===== src/rtl/tape_display_reader.sv =====
// Tape display reader: walks the VGA raster, fetches one tape byte per
// 8x8 cell and turns it into an RGB444 pixel with an optional cursor outline.
module tape_display_reader #(
  parameter int H_ACTIVE   = 640,
  parameter int V_ACTIVE   = 480,
  parameter int CELL_SHIFT = 3,
  parameter int ADDR_WIDTH = 15
) (
  input  logic                  clk,
  input  logic                  resetn,
  input  logic [9:0]            x,
  input  logic [9:0]            y,
  input  logic                  in_display_area,
  input  logic                  frame_start,
  input  logic [ADDR_WIDTH-1:0] view_base,
  input  logic [ADDR_WIDTH-1:0] cursor_addr,
  input  logic                  cursor_en,
  output logic [ADDR_WIDTH-1:0] vga_data_addr,
  input  logic [7:0]            vga_cell,
  output logic                  pix_valid,
  output logic [11:0]           pix_rgb
);

  localparam int COLS = H_ACTIVE >> CELL_SHIFT;

  logic                  synced;
  logic                  cur_en_q;
  logic [ADDR_WIDTH-1:0] cursor_q;
  logic [ADDR_WIDTH-1:0] line_base;
  logic [ADDR_WIDTH-1:0] addr;
  logic [CELL_SHIFT-1:0] px;
  logic [CELL_SHIFT-1:0] py;
  logic                  active;
  logic                  on_edge;
  logic                  hit;
  logic                  row_end;
  logic [1:0]            vis_q;
  logic [1:0]            edge_q;
  logic [1:0]            hit_q;
  logic [11:0]           rgb_next;

  assign px = x[CELL_SHIFT-1:0];
  assign py = y[CELL_SHIFT-1:0];

  // Out-of-range coordinates are illegal input; masking them is free.
  assign active = in_display_area
                  && (x < 10'(H_ACTIVE))
                  && (y < 10'(V_ACTIVE));

  assign addr    = line_base + ADDR_WIDTH'(x >> CELL_SHIFT);
  assign on_edge = (px == '0) || (px == '1)
                   || (py == '0) || (py == '1);
  assign hit     = cur_en_q && (addr == cursor_q);
  assign row_end = active && (x == 10'(H_ACTIVE - 1)) && (py == '1);

  always_comb begin
    rgb_next = '0;
    if (!vis_q[1])
      rgb_next = '0;
    else if (hit_q[1] && edge_q[1])
      rgb_next = 12'hF00;
    else if (vga_cell == '0)
      rgb_next = '0;
    else
      rgb_next = {vga_cell[7:5], vga_cell[7],
                  vga_cell[4:2], vga_cell[4],
                  vga_cell[1:0], vga_cell[1:0]};
  end

  always_ff @(posedge clk) begin
    if (!resetn) begin
      synced        <= 1'b0;
      cur_en_q      <= 1'b0;
      cursor_q      <= '0;
      line_base     <= '0;
      vga_data_addr <= '0;
      vis_q         <= '0;
      edge_q        <= '0;
      hit_q         <= '0;
      pix_valid     <= 1'b0;
      pix_rgb       <= '0;
    end else begin
      // Display parameters are latched once per frame to avoid tearing.
      if (frame_start) begin
        line_base <= view_base;
        cursor_q  <= cursor_addr;
        cur_en_q  <= cursor_en;
        synced    <= 1'b1;
      end else if (row_end) begin
        line_base <= line_base + ADDR_WIDTH'(COLS);
      end

      if (synced && active)
        vga_data_addr <= addr;

      vis_q     <= {vis_q[0], synced && active};
      edge_q    <= {edge_q[0], on_edge};
      hit_q     <= {hit_q[0], hit};
      pix_valid <= vis_q[1];
      pix_rgb   <= rgb_next;
    end
  end

endmodule


===== config.mk =====
export PLATFORM = sky130hd
export DESIGN_NAME = tape_display_reader
export DESIGN_NICKNAME = d
export VERILOG_FILES = /design/src/rtl/tape_display_reader.sv
export SDC_FILE = /design/constraint.sdc
export NUM_CORES = 1
export LEC_CHECK = 0
export ABC_AREA = 1
export CAP_MARGIN = 20
export CORE_AREA = 2 2 89 91
export CTS_CLUSTER_SIZE = 28
export DETAILED_ROUTE_END_ITERATION = 10
export DIE_AREA = 0 0 91 93
export DONT_BUFFER_PORTS = 1
export MAX_ROUTING_LAYER = met4
export PLACE_DENSITY = 0.63
export SYNTH_ARGS = -nofsm -noshare
export SYNTH_HDL_FRONTEND = slang
export SYNTH_SLANG_ARGS = --single-unit

===== constraint.sdc =====
create_clock -name clk -period 6.8 [get_ports clk]
set_input_delay 2.04 -clock clk [delete_from_list [all_inputs] [get_ports clk]]
set_output_delay 2.04 -clock clk [all_outputs]
set_load 0.02 [all_outputs]

---- Word level (Yosys, flattened, before mapping) ----
Index checks and enable logic that the tools add are counted.
Widths: inputs -> output; s select.
storage, ports and cells
  register bits after elaboration ......... 66
  bits of input ports ..................... 63
  output and inout port bits .............. 28
  word-level logic and storage cells ...... 41
cells by class
  add/sub/neg operators ................... 2
  magnitude comparators ................... 2
  eq/ne operators ......................... 4
  multiplexer cells ....................... 4
  bitwise gates (word level) .............. 2
  reductions and logical operators ........ 16
operators with widths
  kind                   count
  $mux 15                2
  $mux 12                2
  $add 15x7->15          1
  $add 15x7->15 const B  1
  $eq 15x15->1           1
  $eq 10x10->1 const B   1
  $lt 10x10->1 const B   1
  $lt 10x9->1 const B    1
  $logic_not 8->1        1
  $logic_and 1x1->1      7
  $eq 3x3->1 const B     2
  $logic_not 3->1        2
  $reduce_or 4->1        1
  $logic_or 1x1->1       3
  $not 1->1              2
  $reduce_and 2->1       1
  $reduce_bool 2->1      1

---- Logic depth before layout (Yosys ltp) ----
  word-level depth ........................ 7
  depth in mapped cells ................... 16
  gate-level depth less buffers ........... 16

---- Least setup slack after synthesis ----
No wires, ideal clock.
  path kind ............................... input -> register
  start point ............................. in x[3]
  end point ............................... reg hit_q[0]
  setup time .............................. 0.064 ns
  arrival ................................. 3.541 ns
  required time ........................... 6.736 ns
  slack ................................... 3.195 ns
  stages .................................. 14
  buffers on the path ..................... 0
  cell sequence ........................... ha_1 fa_1 nand2_1 nand2_1 nand3_1 nand2_1 nand2_1 nand2_1 nand2_1 and2_1 nor2_1 nor2_1 nand2_1 nor2_1
on the way
  word-level cells in the longest chain between the ends .. 3
ends and longest elaborated chain
  item                  line  source
  start, declared       11    input logic [9:0] x,
  $add 15x7->15         50    assign addr = line_base + ADDR_WIDTH'(x >> CELL_SHIFT);
  $eq 15x15->1          53    assign hit = cur_en_q && (addr == cursor_q);
  $logic_and 1x1->1     53
  end signal, assigned  98    hit_q <= {hit_q[0], hit};
  end, declared         39    logic [1:0] hit_q;
No other way between the ends.
A chain may end at the register's enable or synchronous reset.

---- Worst setup path after layout ----
Ends and elaborated chain as after synthesis.

==> results_tabular.tex <==
\begin{tabular}{lr}
\hline
Metric & Value \\
\hline
\multicolumn{2}{l}{\textbf{Clocking}} \\
\quad Source-to-sink clock delay at the later pin of the worst-skew pair & 0.34 ns \\
\quad Number of sinks handled by clock tree synthesis & 62 \\
\quad Maximum clock path buffer count & 2 \\
\quad Total setup buffers inserted after CTS & 0 \\
\quad TritonCTS clock tree & yes \\
\quad Total number of H-tree levels & 3 \\
\quad Register clock-pin slew on the reported worst setup and hold paths & about 0.070 ns \\
\quad Number of buffers inserted for hold repair after clock tree synthesis & 0 \\
\quad Master cell of the clock root buffer & sky130\_fd\_sc\_hd\_\_clkbuf\_8 \\
\quad Gates resized, CTS repair & 0 \\
\quad Number of buffers created by CTS & 9 \\
\multicolumn{2}{l}{\textbf{Global routing}} \\
\quad Wire length of the first global-routing pass & between 10000 and 15000 um \\
\quad Largest net degree at the start of global routing & 52 \\
\quad Number of antenna violations at the first check in global routing & 0 \\
\quad Total Routing Usage GR & around a fifth \\
\quad Vias in the first global route & 2968 \\
\quad Overflow left after global routing & 0 \\
\multicolumn{2}{l}{\textbf{Power and ir drop}} \\
\quad Largest vdd supply drop & 0.129 mV \\
\quad Leakage & 1.68 nW \\
\quad Overall power consumption & roughly 840 uW \\
\quad Power density over the cells & roughly 240 nW/um\^{}2 \\
\multicolumn{2}{l}{\textbf{STA}} \\
\quad Final-report hold violation count & 0 \\
\quad Maximum clock rate & 279 MHz \\
\quad Unrepaired setup endpoints after global routing & false \\
\quad Number of pins exceeding their max-slew limit in the final report & 0 \\
\quad Max-slew headroom & around 59\% \\
\quad Final period utilization & between 50\% and 60\% \\
\quad Period minus WS final & 3.59 ns \\
\quad Final count of negative-setup-slack endpoints & 0 \\
\quad Final worst slack & roughly 3.2 ns \\
\quad Fin Setup TNS & 0 ns \\
\quad Slew at the pin with the worst max-slew slack & 0.618 ns \\
\quad Clock Skew & between 0.005 and 0.006 ns \\
\multicolumn{2}{l}{\textbf{Synth}} \\
\quad Average size of a mapped cell & around 6.7 um\^{}2 \\
\quad Warning count from the yosys run & 0 \\
\quad Count of different cell masters after synthesis & 35 \\
\quad Post-synthesis compound-gate area fraction & roughly 16\% \\
\quad Gate count after technology mapping & a little under 500 \\
\quad Leading post-synthesis cells by instance count & sky130\_fd\_sc\_hd\_\_nand2\_1 (102), sky130\_fd\_sc\_hd\_\_inv\_1 (75), sky130\_fd\_sc\_hd\_\_dfxtp\_1 (62), sky130\_fd\_sc\_hd\_\_nor2\_1 (59), sky130\_fd\_sc\_hd\_\_nand3\_1 (52) \\
\quad Ranking of synthesized cells by area & sky130\_fd\_sc\_hd\_\_dfxtp\_1 (38\%), sky130\_fd\_sc\_hd\_\_nand2\_1 (12\%), sky130\_fd\_sc\_hd\_\_inv\_1 (8.6\%), sky130\_fd\_sc\_hd\_\_nand3\_1 (8.0\%), sky130\_fd\_sc\_hd\_\_nor2\_1 (6.8\%) \\
\quad Multiplexer area fraction after synthesis & 0\% \\
\quad Post-synthesis share of cell area spent on and, or, nand and nor gates & 29.4\% \\
\quad Adder-cell area share of the yosys netlist & about 3.7\% \\
\quad Share of synthesized area occupied by flip-flops and latches & 38.0\% \\
\quad Synth Area in XOR/XNOR & between 2 and 2.5\% \\
\quad Mapped Area & approximately 3300 um\^{}2 \\
\quad Synthesized Nets & about 560 \\
\quad Leading register cell type out of synthesis & sky130\_fd\_sc\_hd\_\_dfxtp\_1 \\
\quad \#FFs+latches synth & a little over 60 \\
\quad Synth area leader & sky130\_fd\_sc\_hd\_\_dfxtp\_1 \\
\quad Ys async rst share & 0\% \\
\quad Most repeated cell in the gate-level netlist after synthesis & sky130\_fd\_sc\_hd\_\_nand2\_1 \\
\quad Post-synth top area share & 38.0\% \\
\quad Largest family of logic cells by synthesized area & simple AND/OR/NAND/NOR gates \\
\quad Number of enable-type register cells in the synthesized netlist & 0 \\
\multicolumn{2}{l}{\textbf{Drt}} \\
\quad Number of DRC violations after detailed routing & 0 \\
\quad Antenna viol nets, final & 0 \\
\quad Via total after detailed routing & around 3000 \\
\quad DRC violation total after the first TritonRoute iteration & 120 \\
\quad Final Routed Wirelength & slightly below 8000 um \\
\quad Via density per instance & 5.10 \\
\quad 1st-pass router iterations & 4 \\
\quad Routed length per placed instance & 13.3 um \\
\multicolumn{2}{l}{\textbf{Die}} \\
\quad Number of rows in the core area & 32 \\
\quad Initial core utilization & approximately 43\% \\
\quad Die Ht & roughly 93 um \\
\quad Core area & about 7500 um\^{}2 \\
\quad Boundary pin count & approximately 90 \\
\quad Chip Width & just over 90 um \\
\quad Die Footprint & approximately 8500 um\^{}2 \\
\multicolumn{2}{l}{\textbf{Layout}} \\
\quad Count of fill cells added during filler insertion & slightly above 800 \\
\quad Final Net Count & 555 \\
\quad Number of diodes added for antenna fixing & 0 \\
\quad Layout-stage area growth over the synthesis result & 7.92\% \\
\quad Final Cell Area & between 3000 and 4000 um\^{}2 \\
\quad Share of cells above drive strength 1 & approximately 4\% \\
\multicolumn{2}{l}{\textbf{Run status}} \\
\quad Outcome & complete, no violations \\
\multicolumn{2}{l}{\textbf{Run}} \\
\quad Number of maximum-capacitance constraint violations & 0 \\
\multicolumn{2}{l}{\textbf{Worst setup path}} \\
\quad Critical register-to-register path endpoint & hit\_q[0]\$\_SDFF\_PN0\_ \\
\quad Critical Path Sink Type & flop \\
\quad Class of the most critical setup path & input pin to flop \\
\quad Critical Path AT & 3.86 ns \\
\quad FF-to-FF setup slack & 4.60 ns \\
\quad Critical-path maximum fanout & 3 \\
\quad Origin of the critical flop-to-flop path & line\_base[0]\$\_SDFFE\_PN0P\_ \\
\quad CP Data Required Time & about 7.1 ns \\
\quad Crit start category & input pin \\
\quad Depth of the worst register-to-register path & 14 \\
\multicolumn{2}{l}{\textbf{Placed design}} \\
\quad Number of I/O port buffers & 0 \\
\quad Routability cong. & a little under 0.9 \\
\quad Worst setup slack before clock tree synthesis & slightly below 3 ns \\
\quad Area post-placement & 3330 um\^{}2 \\
\quad Detailed placer's ending HPWL & a little under 6000 um \\
\multicolumn{2}{l}{\textbf{Worst hold path}} \\
\quad Endpoint of the worst hold path & hit\_q[1]\$\_SDFF\_PN0\_ \\
\quad Hold path start & hit\_q[0]\$\_SDFF\_PN0\_ \\
\quad Type of the worst min-delay path & flop to flop \\
\quad Count of cells along the worst hold path & 2 \\
\hline
\end{tabular}
## layer usage
layer	wire, um	track usage, %	up-vias
met4	132	7.07	0
met2	3790	34.4	89
li1	-	-	1573
met3	458	6.37	17
met1	3490	23.3	1332
met5	0	-	-
## state kept, by name (all words and copies together) (netlist names)
name           cells
edge_q             2
synced             1
vga_data_addr     15
pix_valid          1
vis_q              2
cur_en_q           1
line_base         15
pix_rgb            8
cursor_q          15
hit_q              2
## how the worst max path moves through the flow
stage          from                             end  slack, ns  cells after the start
4_1_cts        x[3]             hit_q[0]$_SDFF_PN0_       3.24                     14
3_5_place_dp   x[3]             hit_q[0]$_SDFF_PN0_       2.91                     14
6_report       x[3]             hit_q[0]$_SDFF_PN0_       3.21                     14
3_3_place_gp   x[3]             hit_q[0]$_SDFF_PN0_       2.92                     14
2_1_floorplan  x[3]             hit_q[0]$_SDFF_PN0_       3.20                     14
5_1_grt        x[3]  vga_data_addr[10]$_SDFFE_PN0P_       2.96                     13
## through the flow
stage / utilization, % / instances / hold slack [ns]
final: 46.9 / 590 / 0.412
after global routing: 46.9 / 590 / 0.437
after CTS: 46.9 / 590 / 0.416
after detailed placement: 44.2 / 574 / 0.401
after global placement: 44.2 / 574 / 0.399
after floorplan: - / 487 / 0.390
## worst max-delay path, stage by stage
cell and delay [ns]:
sky130_fd_sc_hd__ha_1 0.23, sky130_fd_sc_hd__fa_1 0.42, sky130_fd_sc_hd__nand2_1 0.14, sky130_fd_sc_hd__nand2_1 0.10, sky130_fd_sc_hd__nand3_1 0.11, sky130_fd_sc_hd__nand2_1 0.08, sky130_fd_sc_hd__nand2_1 0.11, sky130_fd_sc_hd__nand2_1 0.11
sky130_fd_sc_hd__nand2_1 0.09, sky130_fd_sc_hd__and2_1 0.16, sky130_fd_sc_hd__nor2_1 0.05, sky130_fd_sc_hd__nor2_1 0.08, sky130_fd_sc_hd__nand2_1 0.06, sky130_fd_sc_hd__nor2_1 0.09
## power by group
part	leakage, nW	switching, mW	internal (mW)
logic	1.07	0.0672	0.0392
clock network	0.0996	0.145	0.189
registers	0.509	0.0171	0.381
total	1.68	0.229	0.609
## placed cells by master, fill, tap and decap left out, types with 2 or more instances in the layout
master | netlist | routed
sky130_fd_sc_hd__xor2_1 | 7 | 7
sky130_fd_sc_hd__dfxtp_1 | 62 | 62
sky130_fd_sc_hd__nor3_1 | 3 | 3
sky130_fd_sc_hd__nand4_1 | 3 | 3
sky130_fd_sc_hd__nor2_1 | 59 | 59
sky130_fd_sc_hd__nand3_1 | 52 | 52
sky130_fd_sc_hd__nand2_1 | 102 | 102
sky130_fd_sc_hd__o21ai_0 | 40 | 40
sky130_fd_sc_hd__inv_1 | 75 | 75
sky130_fd_sc_hd__clkbuf_8 | 0 | 11
sky130_fd_sc_hd__clkbuf_1 | 10 | 2
sky130_fd_sc_hd__a31oi_1 | 3 | 3
sky130_fd_sc_hd__o21a_1 | 2 | 2
sky130_fd_sc_hd__ha_1 | 8 | 8
sky130_fd_sc_hd__a21oi_1 | 25 | 25
sky130_fd_sc_hd__a221oi_1 | 6 | 6
sky130_fd_sc_hd__o211ai_1 | 7 | 7
## final cells by class
cell class	count	area (um^2)	share of cell area, %
Tap cell	102	128	3.62
Timing Repair Buffer	1	7.51	0.213
Clock buffer	13	159	4.51
Clock inverter	3	42.5	1.21
Inverter	76	285	8.09
Multi-Input combinational cell	333	1660	47.2
Sequential cell	62	1240	35.2
## logic make-up after synthesis
group,count (synthesis)
XOR/XNOR,8
AND/OR/NAND/NOR,227
buffers and inverters,92
flip-flops,62
adder cells (fa/ha/maj),9
AO/OA/AOI/OAI,89
Note: power is estimated with default switching activity, not from simulation.
